==> config.mk <==
export PLATFORM = sky130hd
export DESIGN_NAME = axi_stream_rr_arbiter
export DESIGN_NICKNAME = d
export VERILOG_FILES = /design/src/rtl/axi_stream_rr_arbiter.sv
export SDC_FILE = /design/constraint.sdc
export NUM_CORES = 1
export LEC_CHECK = 0
export ABC_CLOCK_PERIOD_IN_PS = 2650
export BUFFER_PORTS_ARGS = -buffer_cell sky130_fd_sc_hd__clkbuf_2
export CAP_MARGIN = 10
export CORE_ASPECT_RATIO = 0.75
export CORE_MARGIN = 2
export CORE_UTILIZATION = 30
export CTS_CLUSTER_SIZE = 8
export DETAILED_ROUTE_END_ITERATION = 8
export PLACE_DENSITY = 0.69
export SETUP_SLACK_MARGIN = 0.02
export SYNTH_ARGS = -nofsm -noshare
export SYNTH_HDL_FRONTEND = slang
export SYNTH_SLANG_ARGS = --single-unit
==> constraint.sdc <==
create_clock -name axi_clk -period 2.65 [get_ports axi_clk]
set_input_delay 0 -clock axi_clk [delete_from_list [all_inputs] [get_ports axi_clk]]
set_output_delay 0 -clock axi_clk [all_outputs]
set_load 0.02 [all_outputs]
==> src/rtl/axi_stream_rr_arbiter.sv <==
// Round-robin, packet-locked AXI-Stream arbiter feeding one registered master output stage.
// Optional macro AXIS_ARB_PKT_COUNT_EN adds per-port completed-packet counters on pkt_count.
module axi_stream_rr_arbiter #(
  parameter int unsigned DATA_WIDTH = 32,
  parameter int unsigned NUM_PORTS  = 4,
  parameter int unsigned ID_WIDTH   = 2
) (
  input  logic                            axi_clk,
  input  logic                            axi_reset,
  input  logic [NUM_PORTS-1:0]            s_axis_valid,
  input  logic [NUM_PORTS*DATA_WIDTH-1:0] s_axis_data,
  input  logic [NUM_PORTS-1:0]            s_axis_last,
  output logic [NUM_PORTS-1:0]            s_axis_ready,
  output logic                            m_axis_valid,
  output logic [DATA_WIDTH-1:0]           m_axis_data,
  output logic                            m_axis_last,
  input  logic                            m_axis_ready,
  output logic [ID_WIDTH-1:0]             grant_id,
`ifdef AXIS_ARB_PKT_COUNT_EN
  output logic                            busy,
  output logic [NUM_PORTS*16-1:0]         pkt_count
`else
  output logic                            busy
`endif
);

  typedef enum logic {IDLE, LOCKED} state_t;

  state_t                   state, state_next;
  logic [ID_WIDTH-1:0]      rr_ptr;
  logic [NUM_PORTS-1:0]     grant_oh;
  logic                     g_valid, g_last;
  logic [DATA_WIDTH-1:0]    g_data;
  logic                     out_free, accept;
  logic                     arb_found;
  logic [ID_WIDTH-1:0]      arb_idx;
  logic [2*NUM_PORTS-1:0]   valid_dbl;
  logic [NUM_PORTS-1:0]     valid_rot, scan;
  int unsigned              arb_off, arb_pick;

  assign out_free = !m_axis_valid || m_axis_ready;
  assign grant_oh = NUM_PORTS'(1) << grant_id;
  assign g_valid  = |(s_axis_valid & grant_oh);
  assign g_last   = |(s_axis_last & grant_oh);
  assign g_data   = DATA_WIDTH'(s_axis_data >> (32'(grant_id) * DATA_WIDTH));
  assign accept   = (state == LOCKED) && g_valid && out_free;

  // Rotate so bit 0 is the port just after rr_ptr; the first set bit is the winner.
  assign valid_dbl = {s_axis_valid, s_axis_valid};
  assign valid_rot = NUM_PORTS'(valid_dbl >> (32'(rr_ptr) + 32'd1));

  always_comb begin
    scan      = valid_rot;
    arb_found = 1'b0;
    arb_off   = 0;
    for (int unsigned k = 0; k < NUM_PORTS; k++) begin
      if (!arb_found && scan[0]) begin
        arb_found = 1'b1;
        arb_off   = k;
      end
      scan = scan >> 1;
    end
    arb_pick = 32'(rr_ptr) + 32'd1 + arb_off;
    if (arb_pick >= NUM_PORTS) arb_pick = arb_pick - NUM_PORTS;
    arb_idx = ID_WIDTH'(arb_pick);
  end

  always_ff @(posedge axi_clk or posedge axi_reset) begin
    if (axi_reset) state <= IDLE;
    else           state <= state_next;
  end

  always_comb begin
    state_next = state;
    case (state)
      IDLE:    if (arb_found) state_next = LOCKED;
      LOCKED:  if (accept && g_last) state_next = IDLE;
      default: state_next = IDLE;
    endcase
  end

  always_comb begin
    s_axis_ready = '0;
    busy         = 1'b0;
    if (state == LOCKED) begin
      s_axis_ready = grant_oh & {NUM_PORTS{out_free}};
      busy         = 1'b1;
    end
  end

  always_ff @(posedge axi_clk or posedge axi_reset) begin
    if (axi_reset) begin
      rr_ptr       <= ID_WIDTH'(NUM_PORTS - 1);
      grant_id     <= '0;
      m_axis_valid <= 1'b0;
      m_axis_data  <= '0;
      m_axis_last  <= 1'b0;
    end else begin
      if (state == IDLE && arb_found) grant_id <= arb_idx;
      if (accept && g_last)           rr_ptr   <= grant_id;
      if (accept) begin
        m_axis_valid <= 1'b1;
        m_axis_data  <= g_data;
        m_axis_last  <= g_last;
      end else if (m_axis_ready) begin
        m_axis_valid <= 1'b0;
      end
    end
  end

`ifdef AXIS_ARB_PKT_COUNT_EN
  for (genvar i = 0; i < NUM_PORTS; i++) begin : g_pkt_cnt
    logic [15:0] cnt;
    always_ff @(posedge axi_clk or posedge axi_reset) begin
      if (axi_reset)                                          cnt <= '0;
      else if (accept && g_last && grant_id == ID_WIDTH'(i)) cnt <= cnt + 16'd1;
    end
    assign pkt_count[i*16 +: 16] = cnt;
  end
`endif

endmodule

# Yosys cells after proc, flatten, opt, wreduce, memory -nomap -nowiden
# Cells that the tools add are included.
# totals
regBits	39
in_bits	139
out_inout_bits	41
elab_cells	47
# classes
addsub	3
order_cmp	1
shift	3
mux	15
bitwise	4
reduce_logical	15
# op_table
operator	count
$shr A128 B7 Y32	1
$shr A8 B32 Y4	1
$and A4 B4 Y4	3
$mux W1	10
$reduce_or A4 Y1	2
$logic_and A1 B1 Y1	7
$mux W2	3
$add A3 B2 Y4	1
$ge A4 B3 Y1 const B	1
$logic_not A1 Y1	4
$mux W4	1
$shl A1 B2 Y4 const A	1
$add A2 B1 Y3 const B	1
$pmux W1 S2	1
$reduce_bool A2 Y1	1
$sub A2 B1 Y2 const B	1
$logic_or A1 B1 Y1	1
$not A1 Y1	1

# Depth between registers and ports, before layout
# logic_depth
depth_word	15
depth_mapped	8
ltp_nobuf	7

# Worst setup path before layout
# Ideal clock, no wire load.
# synth_timing
kind	reg-to-reg
startpoint	register grant_id[1]
endpoint	register m_axis_data[0]
setup_ns	0.125
t_arrival_ns	1.663
required_time_ns	2.525
setup_slack_ns	0.862
stages_incl_launch_ff	5
n_path_buf	1
synth_period_minus_slack_ns	1.788
path_cell_list	dfrtp_1 mux4_2 nand3_4 buf_12 mux2_4
# synth_between
elab_chain_cells	5
word_cells_on_any_way	6
cone_classes	2 x shift; 1 x bitwise; 3 x reduce/logical
# synth_lines
element	line	rtl
start: declaration	18	output logic [ID_WIDTH-1:0] grant_id,
start signal: assignment	99	if (state == IDLE && arb_found) grant_id <= arb_idx;
branches (longest 5 deep; another with $shr A128 B7 Y32)	n/a	
end signal: assignment	103	m_axis_data <= g_data;
end: declaration	15	output logic [DATA_WIDTH-1:0] m_axis_data,
# Several ways; the timed one is not identified.
# A chain may end at the register's enable or synchronous reset.

# Final worst setup path
# layout_timing
startpoint	register grant_id[1]
endpoint	register m_axis_data[9]
# The elaborated chain is that of the path after synthesis.

==> impl_metrics.py <==
metrics = {
    "logic_synthesis": {
        "postSynthAreaPerCell_um2": 16.4,
        "yosysWarnings": 0,
        "synth_top_area_share_pct": 34.9,
        "yosysTopAreaCell": "dfrtp_1",
        "syn_inst": 162,
        "synth_area_mm2": 0.00265,
        "ys_types": 36,
        "ys_ff_latch": 39,
        "yosysSeqAreaShare_pct": 36.9,
        "ys_top_cells_by_area": "dfrtp_1, mux4_2, mux2_4, mux4_1, buf_12",
        "synth_nets": 302,
    },
    "clock_network": {
        "post-cts-setup-buffer-count": 0,
        "h-tree-depth": 2,
        "hold_buffers": 1,
        "cts_buffers": 5,
        "cts_tree": "yes",
        "cts.path.max_buffers": 2,
        "cts.sinks": 39,
        "cts_root_buffer": "clkbuf_16",
        "clk_pin_slew_worst_paths_ns": 0.05,
        "cts-resized-gates": 0,
        "clk_latency_ns": 0.27,
    },
    "floorplanning": {
        "pin_count": 180,
        "core_area_mm2": 0.00853,
        "die_h_um": 85.4,
        "start_util_pct": 31.1,
        "die_w_um": 113,
        "dieArea_mm2": 0.00961,
        "fp-row-count": 29,
    },
    "critical_path": {
        "r2r_start": "grant_id[1]$_DFFE_PP0P_",
        "r2r_slack_ns": 0.69,
        "ff2ff_path_depth": 3,
        "cp-end-kind": "flip-flop",
        "crit_fanout": 33,
        "cp.required_ns": 2.81,
        "max_stage_delay_ns": 0.55,
        "worstSetupPathType": "reg -> reg",
        "path_cells": "mux4_2, nand3_4, mux2_2",
        "rr_endpoint": "m_axis_data[9]$_DFFE_PP0P_",
        "cp_slowest_cell": "mux4_2",
        "crit_arrival_ns": 2.11,
        "worst_setup_path_start_kind": "flip-flop",
    },
    "pwr": {
        "ir_drop_uv": 516,
        "finalPower_mw": 4.45,
        "power_density_mw_per_mm2": 1190,
        "power.leakage_nw": 1.92,
    },
    "hold_path": {
        "worstHoldEndpoint": "m_axis_valid$_DFFE_PP0P_",
        "min_path_cells": 3,
        "hp-start": "m_axis_ready",
        "hold_class": "in -> reg",
    },
    "sta": {
        "slew_headroom_pct": 53.8,
        "fin_crit_sh_pct": 73.8,
        "tightest_slew_ns": 0.687,
        "period_needed_ns": 1.96,
        "clock-skew-final_ns": 0.00243,
        "setup_tns_ns": 0,
        "drv_slew": 0,
        "hold_viol": 0,
        "clock.fmax_mhz": 511,
        "grt_setup_unrepaired": "false",
        "finalSetupViolCount": 0,
    },
    "placement": {
        "hpwl_mm": 5.45,
        "portBuffers": 179,
        "dp.cells": 440,
        "gp_congestion": 0.822,
    },
    "flow_run": {
        "drv_cap": 0,
    },
    "global_routing": {
        "first_global_vias": 2234,
        "grt_max_degree": 40,
        "gr-usage-all-layers_pct": 14.1,
        "grt_pass1_wl_mm": 10.7,
        "antenna_found_initial": 0,
        "grt_overflow": 0,
    },
    "detailed_routing": {
        "vias": 2182,
        "wl_per_cell_um": 15.3,
        "drt-vias-per-instance": 4.86,
        "drt-pass1-iter-count": 4,
        "initialDrtViolationCount": 41,
        "ant_nets": 0,
        "wl_mm": 6.85,
        "drc_errors": 0,
    },
    "layout": {
        "area_growth_pct": 40.6,
        "multi_input_comb_area_mm2": 0.00152,
        "antenna_cells": 0,
        "drive_above_1_share_pct": 73.6,
        "seqCellArea_um2": 981,
        "final_cell_count_no_fill": 449,
        "nNetsFinal": 480,
        "nFillCells": 812,
    },
    "status": {
        "status": "complete, no violations",
    },
}
==> cell usage after synthesis (all sizes together) <==
cell,count
mux2,33
nand3,2
a21boi,1
o41ai,1
clkbuf,3
a31oi,1
nor2,3
nor3b,1
o22ai,1
dfstp,2
o221ai,1
o21ai,3
nand2,8
nand4,1
inv,5
mux2i,1
nand2b,2
buf,10
nor3,3
o211ai,1
a21oi,2
or3,1
nor4,1
o31ai,1
dfrtp,37
ha,1
and4b,1
mux4,34
o21a,1
==> stage by stage <==
step	utilization [%]	hold slack [ns]	area (um2)	setup WS, ns
floorplan	-	0.204	2650	0.862
finish	43.7	0.125	3730	0.695
CTS	43.7	0.130	3730	0.668
detailed placement	42.0	0.132	3580	0.674
global placement	42.0	0.118	3580	0.705
global route	43.7	0.164	3730	0.604
==> power by group <==
part	internal, mW	total [mW]	leakage (nW)	switching [mW]
combinational	1.46	2.73	1.40	1.27
sequential	0.934	1.16	0.452	0.227
clock	0.350	0.561	0.0652	0.211
==> per-layer routing <==
layer  up-vias  global-route usage, %  share of wire, %
met5         -                      0                 0
met4         0                   3.66              0.83
met3         4                   3.21               8.2
met2       121                   25.4                51
met1      1046                   17.2                40
li1       1011                      -                 -
==> how the worst max path moves through the flow <==
stage	start	endpoint	slack [ns]	cells after the start
2_1_floorplan	grant_id[1]$_DFFE_PP0P_	m_axis_data[0]$_DFFE_PP0P_	0.86	4
3_3_place_gp	grant_id[1]$_DFFE_PP0P_	m_axis_data[9]$_DFFE_PP0P_	0.70	3
3_5_place_dp	grant_id[1]$_DFFE_PP0P_	m_axis_data[7]$_DFFE_PP0P_	0.67	3
4_1_cts	grant_id[1]$_DFFE_PP0P_	m_axis_data[8]$_DFFE_PP0P_	0.67	3
5_1_grt	grant_id[1]$_DFFE_PP0P_	m_axis_data[7]$_DFFE_PP0P_	0.60	3
6_report	grant_id[1]$_DFFE_PP0P_	m_axis_data[9]$_DFFE_PP0P_	0.69	3
==> placed cells by master (no fill, tap or decap), types with 2 or more instances in the layout <==
master	count
a21oi_1	2
buf_4	4
clkbuf_1	3
clkbuf_16	5
clkbuf_2	179
dfrtp_1	35
dfrtp_2	2
dfstp_2	2
inv_1	4
mux2_2	4
mux2_4	29
mux4_1	10
mux4_2	24
nand2_1	8
nand2b_1	2
nor2_1	3
nor3_1	3
o21ai_0	3
==> worst max-delay path: cells and delay by family, from the launching register on <==
family        cells  cell delay (ns)
flops             1             0.36
simple gates      1             0.52
mux               2             0.95
==> sequential cells by signal, summed over array words and instances (netlist names) <==
| register | count |
|---|---|
| m_axis_valid | 1 |
| state | 1 |
| m_axis_last | 1 |
| m_axis_data | 32 |
| rr_ptr | 2 |
| grant_id | 2 |
==> area by class of cell <==
type / instances / area share, %
repair buffers: 184 / 25.1
multi-input cells: 105 / 40.8
inverters: 5 / 0.504
flip-flops and latches: 39 / 26.3
clock buffers: 8 / 3.66
well taps: 108 / 3.63
==> cells by family (layout without fill, tap and decap cells) <==
kind of cell	Yosys count	after routing	share of synthesized area, %
muxes	68	68	48.8
DFF	39	39	36.9
and+or+nand+nor	23	23	4.86
buffers and inverters	18	197	5.76
AOI/OAI and AO/OA	13	13	3.21
adders and majority gates	1	1	0.472
Note: power is estimated with default switching activity, not from simulation.
